==> src/rtl/fifo_arb_pkg.sv <==
// fifo_arb_pkg: shared types and helpers for the fifo_wr_arb write arbiter.
//   - arb_state_e   : arbitration state (ARB = free round-robin, HOLD = locked owner)
//   - ARB_NREQ      : default requester count, ARB_IDX_W its index width
//   - ARB_MAX_NREQ  : largest supported requester count (index helper width)
//   - onehot_to_idx : converts a one-hot grant vector into a binary index
package fifo_arb_pkg;

  typedef enum logic {
    ARB  = 1'b0,
    HOLD = 1'b1
  } arb_state_e;

  localparam int ARB_NREQ      = 4;
  localparam int ARB_IDX_W     = $clog2(ARB_NREQ);
  localparam int ARB_MAX_NREQ  = 8;
  localparam int ARB_MAX_IDX_W = $clog2(ARB_MAX_NREQ);

  // OR-reduction of the set bit positions; exact for one-hot or zero input.
  function automatic logic [ARB_MAX_IDX_W-1:0] onehot_to_idx(
    input logic [ARB_MAX_NREQ-1:0] oh
  );
    logic [ARB_MAX_IDX_W-1:0] r;
    r = '0;
    for (int i = 0; i < ARB_MAX_NREQ; i++) begin
      if (oh[i]) r = r | ARB_MAX_IDX_W'(i);
    end
    return r;
  endfunction

endpackage

==> src/rtl/rr_arbiter.sv <==
// rr_arbiter: combinational round-robin select using a masked priority scheme.
// Ports:
//   req [NREQ]  : request vector
//   ptr [IDX_W] : highest-priority position for this cycle
//   en          : grant enable; gnt is zero when low
//   gnt [NREQ]  : one-hot grant (or zero)
//   idx [IDX_W] : binary index of the granted requester
import fifo_arb_pkg::*;

module rr_arbiter #(
  parameter int NREQ  = 4,
  parameter int IDX_W = 2
) (
  input  logic [NREQ-1:0]  req,
  input  logic [IDX_W-1:0] ptr,
  input  logic             en,
  output logic [NREQ-1:0]  gnt,
  output logic [IDX_W-1:0] idx
);

  logic [NREQ-1:0] mask;
  logic [NREQ-1:0] masked;
  logic [NREQ-1:0] pick;
  logic [NREQ-1:0] sel;

  // Positions at or above ptr win first; if none of them request, the
  // search wraps to the lowest requesting position overall.
  genvar gi;
  generate
    for (gi = 0; gi < NREQ; gi++) begin : g_mask
      assign mask[gi] = (gi >= int'(ptr));
    end
  endgenerate

  assign masked = req & mask;
  assign pick   = (|masked) ? masked : req;
  assign sel    = pick & (~pick + NREQ'(1));   // isolate lowest set bit
  assign gnt    = en ? sel : '0;
  assign idx    = IDX_W'(onehot_to_idx(ARB_MAX_NREQ'(gnt)));

endmodule

==> src/rtl/fifo_wr_arb.sv <==
// fifo_wr_arb: round-robin arbiter sharing the write port of a DEPTH-word FIFO
// among NREQ valid/ready producers, with a registered write stage and a
// credit counter (level) that prevents over-filling.
// Ports:
//   clk, rst (async, active-low)
//   req_valid/req_data/req_ready : producer handshakes (req_ready combinational)
//   fifo_wr_en/fifo_data_in      : registered write port toward the FIFO
//   fifo_rd_en/fifo_empty        : FIFO consumer monitor, used to return credits
//   level                        : accepted words not yet read (incl. in-flight)
//   grant_id                     : index of the last accepted requester
//   req_lock (only with FIFO_ARB_LOCK_EN) : per-requester lock request
// Optional feature macro: FIFO_ARB_LOCK_EN adds the HOLD (locked owner) state.
import fifo_arb_pkg::*;

module fifo_wr_arb #(
  parameter int NREQ  = 4,
  parameter int WIDTH = 8,
  parameter int DEPTH = 16,
  parameter int ADDR  = 4
) (
  input  logic                     clk,
  input  logic                     rst,
  input  logic [NREQ-1:0]          req_valid,
  input  logic [NREQ*WIDTH-1:0]    req_data,
  output logic [NREQ-1:0]          req_ready,
`ifdef FIFO_ARB_LOCK_EN
  input  logic [NREQ-1:0]          req_lock,
`endif
  output logic                     fifo_wr_en,
  output logic [WIDTH-1:0]         fifo_data_in,
  input  logic                     fifo_rd_en,
  input  logic                     fifo_empty,
  output logic [ADDR:0]            level,
  output logic [$clog2(NREQ)-1:0]  grant_id
);

  localparam int IDX_W = $clog2(NREQ);
  localparam logic [ADDR:0] FULL_LEVEL = (ADDR+1)'(DEPTH);

  logic [IDX_W-1:0] rr_ptr_reg, rr_ptr_next;
  logic [ADDR:0]    level_reg, level_next;
  logic             wr_en_reg;
  logic [WIDTH-1:0] data_reg;
  logic [IDX_W-1:0] grant_id_reg;

  logic [NREQ-1:0]  arb_req;
  logic [NREQ-1:0]  gnt;
  logic [IDX_W-1:0] win_idx;
  logic             can_write;
  logic             arb_en;
  logic             accept;
  logic             rd_cnt;
  logic             ptr_adv;

  assign can_write = (level_reg < FULL_LEVEL);
  // Gating with rst keeps req_ready low for the whole reset interval.
  assign arb_en    = can_write & rst;
  assign accept    = |gnt;
  assign rd_cnt    = fifo_rd_en & ~fifo_empty;

`ifdef FIFO_ARB_LOCK_EN
  arb_state_e       state_reg, state_next;
  logic [IDX_W-1:0] owner_reg, owner_next;

  // While locked only the owner may compete.
  assign arb_req = (state_reg == HOLD) ? (req_valid & (NREQ'(1) << owner_reg)) : req_valid;
  assign ptr_adv = accept && (state_reg == ARB);

  always_ff @(posedge clk or negedge rst) begin
    if (!rst) begin
      state_reg <= ARB;
      owner_reg <= '0;
    end else begin
      state_reg <= state_next;
      owner_reg <= owner_next;
    end
  end

  always_comb begin
    state_next = state_reg;
    owner_next = owner_reg;
    case (state_reg)
      ARB: begin
        if (accept && req_lock[win_idx]) begin
          state_next = HOLD;
          owner_next = win_idx;
        end
      end
      HOLD: begin
        // Owner walking away or sending its unlocked word ends the lock.
        if (!req_valid[owner_reg])
          state_next = ARB;
        else if (accept && !req_lock[owner_reg])
          state_next = ARB;
      end
      default: state_next = ARB;
    endcase
  end
`else
  assign arb_req = req_valid;
  assign ptr_adv = accept;
`endif

  rr_arbiter #(
    .NREQ  (NREQ),
    .IDX_W (IDX_W)
  ) u_rr_arbiter (
    .req (arb_req),
    .ptr (rr_ptr_reg),
    .en  (arb_en),
    .gnt (gnt),
    .idx (win_idx)
  );

  assign req_ready = gnt;

  always_comb begin
    rr_ptr_next = rr_ptr_reg;
    if (ptr_adv)
      rr_ptr_next = (win_idx == IDX_W'(NREQ-1)) ? '0 : win_idx + IDX_W'(1);
  end

  // Credits: an accept takes one, a counted read returns one; both cancel.
  always_comb begin
    level_next = level_reg;
    if (accept && !rd_cnt)
      level_next = level_reg + (ADDR+1)'(1);
    else if (!accept && rd_cnt && level_reg != '0)
      level_next = level_reg - (ADDR+1)'(1);
  end

  always_ff @(posedge clk or negedge rst) begin
    if (!rst) begin
      rr_ptr_reg   <= '0;
      level_reg    <= '0;
      wr_en_reg    <= 1'b0;
      data_reg     <= '0;
      grant_id_reg <= '0;
    end else begin
      rr_ptr_reg <= rr_ptr_next;
      level_reg  <= level_next;
      wr_en_reg  <= accept;
      if (accept) begin
        data_reg     <= req_data[win_idx*WIDTH +: WIDTH];
        grant_id_reg <= win_idx;
      end
    end
  end

  assign fifo_wr_en   = wr_en_reg;
  assign fifo_data_in = data_reg;
  assign level        = level_reg;
  assign grant_id     = grant_id_reg;

endmodule

==> config.mk <==
export PLATFORM = sky130hd
export DESIGN_NAME = fifo_wr_arb
export DESIGN_NICKNAME = d
export VERILOG_FILES = /design/src/rtl/fifo_arb_pkg.sv /design/src/rtl/rr_arbiter.sv /design/src/rtl/fifo_wr_arb.sv
export SDC_FILE = /design/constraint.sdc
export NUM_CORES = 1
export LEC_CHECK = 0
export BUFFER_PORTS_ARGS = -buffer_cell sky130_fd_sc_hd__buf_2
export CAP_MARGIN = 15
export CORE_MARGIN = 8
export CORE_UTILIZATION = 48
export DETAILED_ROUTE_END_ITERATION = 7
export PLACE_DENSITY = 0.84
export SYNTH_ARGS = -nofsm -noshare
export SYNTH_HDL_FRONTEND = slang
export SYNTH_HIERARCHICAL = 1
export SYNTH_SLANG_ARGS = --single-unit
export TNS_END_PERCENT = 1
==> constraint.sdc <==
create_clock -name clk -period 4.7 [get_ports clk]
set_clock_uncertainty 0.05 [all_clocks]
set_input_delay 0.235 -clock clk [delete_from_list [all_inputs] [get_ports clk]]
set_output_delay 0.235 -clock clk [all_outputs]
set_load 0.02 [all_outputs]
==> results.cfg, run 1 <==
[run_status]
status = completed

[synth]
syn_area_per_cell_um2 = 10.8
ys_ff_latch = 18
synth_top_flop_cell = dfrtp_1
syn_inst = 108
synthTopCellsByArea = dfrtp_1 39%, mux4_2 15%, nand2_1 9.3%, ha_1 4.3%, mux2_2 2.9%
synthMostInstantiatedCell = nand2_1
syn-cell-area_mm2 = 0.00116
synth_cell_types = 35
synth_commonest_cells = 29 x nand2_1, 18 x dfrtp_1, 8 x mux4_2
yosys.area.top_type_share = 0.387
syn-num-nets = 153
yosysWarnings = 6
synth_async_sr_flop_share = 1.00
yosys.area.top_type = dfrtp_1
synth_edf_count = 0
seq_area_frac_synth = 0.387

[drt]
vias = 1092
post-route-drc-count = 0
wl_per_cell_um = 16.4
first_iter_violations = 25
viasPerCell = 5.46
dr.pass1.iters = 4
drt_wl_total_mm = 3.27
ant_nets = 0

[clock_tree]
path_clk_slew_ns = 0.11
cts.htree.levels = 1
clock_path_buffers = 2
clock_latency_ns = 0.29
cts_sinks = 18
cts_buffers = 3
cts_tree = built
cts.repair.resized = 0
cts_root_buf = clkbuf_4

[critical_path]
crit_arrival_ns = 3.94
worstSetupEndpointType = flip-flop
cp_max_fo = 19
reg2reg_slack_ns = 1.23
max_stage_delay_ns = 0.52
crit_type = input pin to flip-flop
cp.required_ns = 4.87
cp_slowest_cell = dlygate4sd3_1
crit_chain = dlygate4sd3_1 > buf_2 > nor2b_1 > nand2_1 > a2111oi_2 > nor4_4 > or2_2 > fa_1 > a21o_1 > a21oi_1 > mux2i_1 > xor2_1
worst_setup_path_start_kind = input pin

[sta]
fin_tns_setup_ns = 0
timing.hold.ws_ns = 0.299
fmax_mhz = 266
period_needed_ns = 3.76
finalHoldViolations = 0
worstMarginPinSlew_ns = 0.769
final.period_utilization = 0.801
max_slew_margin = 0.483
finalSetupViolCount = 0
rsz0062_at_grt = false
slew_violations = 0

[global_routing]
grt_pass1_vias = 1293
grtUsageTotal = 0.165
grt_pass1_wl_mm = 5.62
overflow = 0
grt_max_degree = 20
antenna_found_initial = 0

[floorplanning]
die_area_mm2 = 0.00426
coreArea_mm2 = 0.00239
fp.dieH_um = 65.3
die_w_um = 65.3
io_pins = 60
start_util = 0.488
rows = 18

[placement]
port_buffers = 59
dp_hpwl_mm = 2.68
dp.cells = 194
gp_congestion = 0.857
place_area_mm2 = 0.00149

[pwr]
ir_worst_vdd_mv = 0.344
leakagePower_nw = 0.798
power_density_mw_per_mm2 = 615

[job]
drv_cap = 0

[cells_and_area]
layout.nets = 216
final_cell_count_no_fill = 200
fin_util = 0.650
largest_reg_flops = 8
final_area_mm2 = 0.00155
n_antenna_cell = 0
syn_to_final_growth_pct = 33.2
drive_above_1_share = 0.494

[min_path]
worstHoldPathType = input pin to flip-flop
-- placed cells by master, fill, tap and decap left out, types with 2 or more instances in the layout --
master / Yosys / layout
nand2_1: 29 / 29
mux2_1: 2 / 2
xor2_1: 3 / 3
dfrtp_1: 18 / 18
and2_1: 2 / 2
nand3_1: 3 / 3
ha_1: 4 / 4
nor2b_1: 2 / 2
nor2_1: 2 / 2
buf_2: 1 / 59
a21oi_1: 3 / 3
xnor2_1: 2 / 2
nor3_1: 4 / 3
mux2_2: 3 / 3
mux4_2: 8 / 8
clkbuf_4: 0 / 3
-- stage by stage --
stage	setup slack, ns	total power, mW
floorplan	1.20	0.684
global placement	1.35	0.822
detailed placement	1.18	0.860
CTS	0.956	0.955
global route	0.577	1.03
finish	0.937	0.954
-- metal layers --
metal  global-route usage  up-vias  routed length [um]
li1                     -      511                   -
met1                0.167      521                1210
met2                0.304       52                1750
met3               0.0442        8                 234
met4               0.0790        0                  80
met5                    0        -                   0
-- cells by family (layout without fill, tap and decap cells) --
kind of cell    Yosys count  count (layout)  share of synthesized area
xor+xnor                  5               5                     0.0376
buf+inv                   5              67                     0.0172
compound gates           12              12                     0.0816
fa+ha+maj                 5               5                     0.0602
simple gates             49              49                      0.205
flops                    18              18                      0.387
mux                      14              14                      0.212
-- report_power, final --
group	switching, mW	internal (mW)	leakage, nW
logic	0.320	0.240	0.553
clock network	0.0480	0.0472	0.0210
registers	0.0671	0.232	0.223
total	0.435	0.520	0.798
-- final timing paths --
path | start | endpoint | depth (start not counted)
max | rst | level[4] | 12
min | req_data[26] | fifo_data_in[2] | 4
max reg2reg | rr_ptr_reg[0] | level[4] | 11
min reg2reg | fifo_data_in[6] | fifo_data_in[6] | 2
max in group asynchronous | rst | fifo_data_in[0] | 2
min in group asynchronous | rst | level[4] | 2
-- repair_timing --
item	4_1_cts	5_1_grt
endpoints found under the hold margin	18	0
setup buffers	0	0
hold buffers	1	0
-- final cells by class --
cell class	count	area, um^2
sequential	18	450
tap	30	37.5
multi-input combinational	85	699
clock buffer	4	36.3
inverter	1	3.75
fill	199	836
timing repair buffer	62	324
-- critical path: cells and delay by family --
family	cells	cell delay, ns
AO/OA/AOI/OAI	3	0.89
buffers and inverters	2	0.88
XOR/XNOR	1	0.15
AND/OR/NAND/NOR	4	1.11
adder cells (fa/ha/maj)	1	0.41
multiplexers	1	0.25
No activity file was read; power rests on OpenSTA's default activity.
==> inputs of run 2 (changes only) <==
- CORE_UTILIZATION: 48 -> 40
- PLACE_DENSITY: 0.84 -> 0.75
- clock period: 4.7 -> 3.45 ns (I/O delays scaled with it)
==> run 2 against run 1 <==
  * Core utilization is 7.6 points lower
  * Combinational power is 36% higher
  * Highest routed layer unchanged
  * Total power increased by 36%
  * Global-route usage fell by 3.6 points
  * Sequential power grew 35%
  * Critical path type is now flip-flop to flip-flop
  * Non-clock buffer count increased by 2
  * Register-to-register slack got worse by 1.0 ns
  * Die area grew 15%
  * Largest cell class unchanged
  * Worst setup slack worse by 0.73 ns
  * Via count shrank 2.3%
  * Wire length fell by 4.3%
==> results.cfg, run 2 (same netlist as run 1, synthesis figures left out) <==
[global_routing]
grt_pass1_vias = 1222
grtUsageTotal = 0.128
overflow = 0
antenna_found_initial = 0
grt_pass1_wl_mm = 5.33
grt_max_degree = 19

[drt]
wl_per_cell_um = 15.4
dr.pass1.iters = 6
first_iter_violations = 28
post-route-drc-count = 0
drt_wl_total_mm = 3.13
ant_nets = 0
vias = 1067
viasPerCell = 5.26

[pwr]
power_frac_seq = 0.313
ir_worst_vdd_mv = 0.511
p_int_mw = 0.713
leakagePower_nw = 0.808
switching_share = 0.450
clkPwrFrac = 0.101
power_density_mw_per_mm2 = 819
pwr-share-comb = 0.587
power_switching_mw = 0.583

[placement]
dp_hpwl_mm = 2.56
port_buffers = 59
gp_congestion = 0.863

[critical_path]
cp.required_ns = 3.63
crit_type = flip-flop to flip-flop
ff2ff_path_depth = 11
reg2reg_slack_ns = 0.20
worst_setup_path_start_kind = flip-flop
r2r-start = rr_ptr_reg[0]
crit_arrival_ns = 3.43
worstSetupEndpointType = flip-flop
r2r-end = level[4]
cp_max_fo = 6

[floorplanning]
die_w_um = 70.0
io_pins = 60
die_area_mm2 = 0.00490
start_util = 0.422
coreArea_mm2 = 0.00276
fp.dieH_um = 70.0
rows = 19

[sta]
rsz0062_at_grt = false
max_slew_margin = 0.755
worstMarginPinSlew_ns = 0.368
period_needed_ns = 3.25
slew_violations = 0
timing.hold.ws_ns = 0.238
finalHoldViolations = 0
finalSetupViolCount = 0
fmax_mhz = 308
final.period_utilization = 0.941
fin_tns_setup_ns = 0

[clock_tree]
path_clk_slew_ns = 0.11
cts_root_buf = clkbuf_4
cts.htree.levels = 1
clock_latency_ns = 0.30
cts_buffers = 3
cts_sinks = 18
clock_path_buffers = 2
cts_tree = built
cts_setup_buffers = 0

[cells_and_area]
n_fill_cell = 246
regArea_um2 = 450
final_cell_mix = 59 x buf_2, 29 x nand2_1, 18 x dfrtp_1, 8 x mux4_2
layout.nets = 218
final_common_cell = buf_2
largest_reg_flops = 8
multiInputGateArea_um2 = 717
syn_to_final_growth_pct = 35.8
drive_above_1_share = 0.506
n_antenna_cell = 0

[min_path]
worstHoldPathType = input pin to flip-flop
hold_depth = 4
min_to = fifo_data_in[6]
holdCritStartpoint = req_data[30]

[run_status]
status = completed

[job]
drv_cap = 0
## run 2: cell count changes in the layout (fill, tap and decap cells not counted), sizes merged
| cell | delta |
|---|---|
| buf | +2 |
## run 2: through the flow
stage	worst slack (ns)	instance area, um^2	total power, mW	cells	utilization
after floorplan	0.167	1180	0.939	108	-
after global placement	0.316	1540	1.15	198	0.557
after detailed placement	0.163	1540	1.18	198	0.557
after CTS	0.137	1580	1.31	203	0.574
after global routing	0.0721	1580	1.40	203	0.574
final	0.202	1580	1.30	203	0.574
## run 2: final cells by class
cell class                      count  area share
Multi-Input combinational cell     85       0.453
Sequential cell                    18       0.285
Timing Repair Buffer               64       0.212
Tap cell                           31      0.0245
Clock buffer                        4      0.0229
Inverter                            1     0.00237
## run 2: worst max-delay path by stage
stage                       start       end  slack (ns)  depth (start not counted)
finish              rr_ptr_reg[0]  level[4]        0.20                         11
global route        rr_ptr_reg[0]  level[4]        0.07                         11
floorplan           rr_ptr_reg[0]  level[4]        0.17                         11
global placement    rr_ptr_reg[0]  level[4]        0.32                         11
detailed placement  rr_ptr_reg[0]  level[4]        0.16                         11
CTS                 rr_ptr_reg[0]  level[4]        0.14                         11
## run 2: worst max-delay path: stages (launching register included)
cell	delay [ns]
dfrtp_1	0.44
and2b_1	0.25
nor3b_1	0.06
o31a_1	0.39
nor3_2	0.32
nor4_4	0.08
or2_2	0.38
fa_1	0.43
a21o_1	0.20
a21oi_1	0.20
mux2i_1	0.24
xor2_1	0.16
## run 2: metal layers
layer | up-vias | part of all wire | global-route usage
li1 | 517 | - | -
met1 | 497 | 0.44 | 0.152
met2 | 51 | 0.45 | 0.203
met3 | 2 | 0.11 | 0.0621
met4 | 0 | 0.0038 | 0.0335
met5 | - | 0 | 0
## run 2: power by group through the flow
stage,Clock (mW),Combinational [mW],Sequential [mW]
final,0.131,0.760,0.405
after global routing,0.147,0.834,0.422
after CTS,0.136,0.772,0.405
after detailed placement,0,0.768,0.409
after floorplan,0,0.432,0.507
after global placement,0,0.742,0.404
## run 2: timing repair
item	CTS	global route
hold buffers	1	0
endpoints found under the hold margin	18	0
gates resized for setup	0	0
setup endpoints to repair	0	1
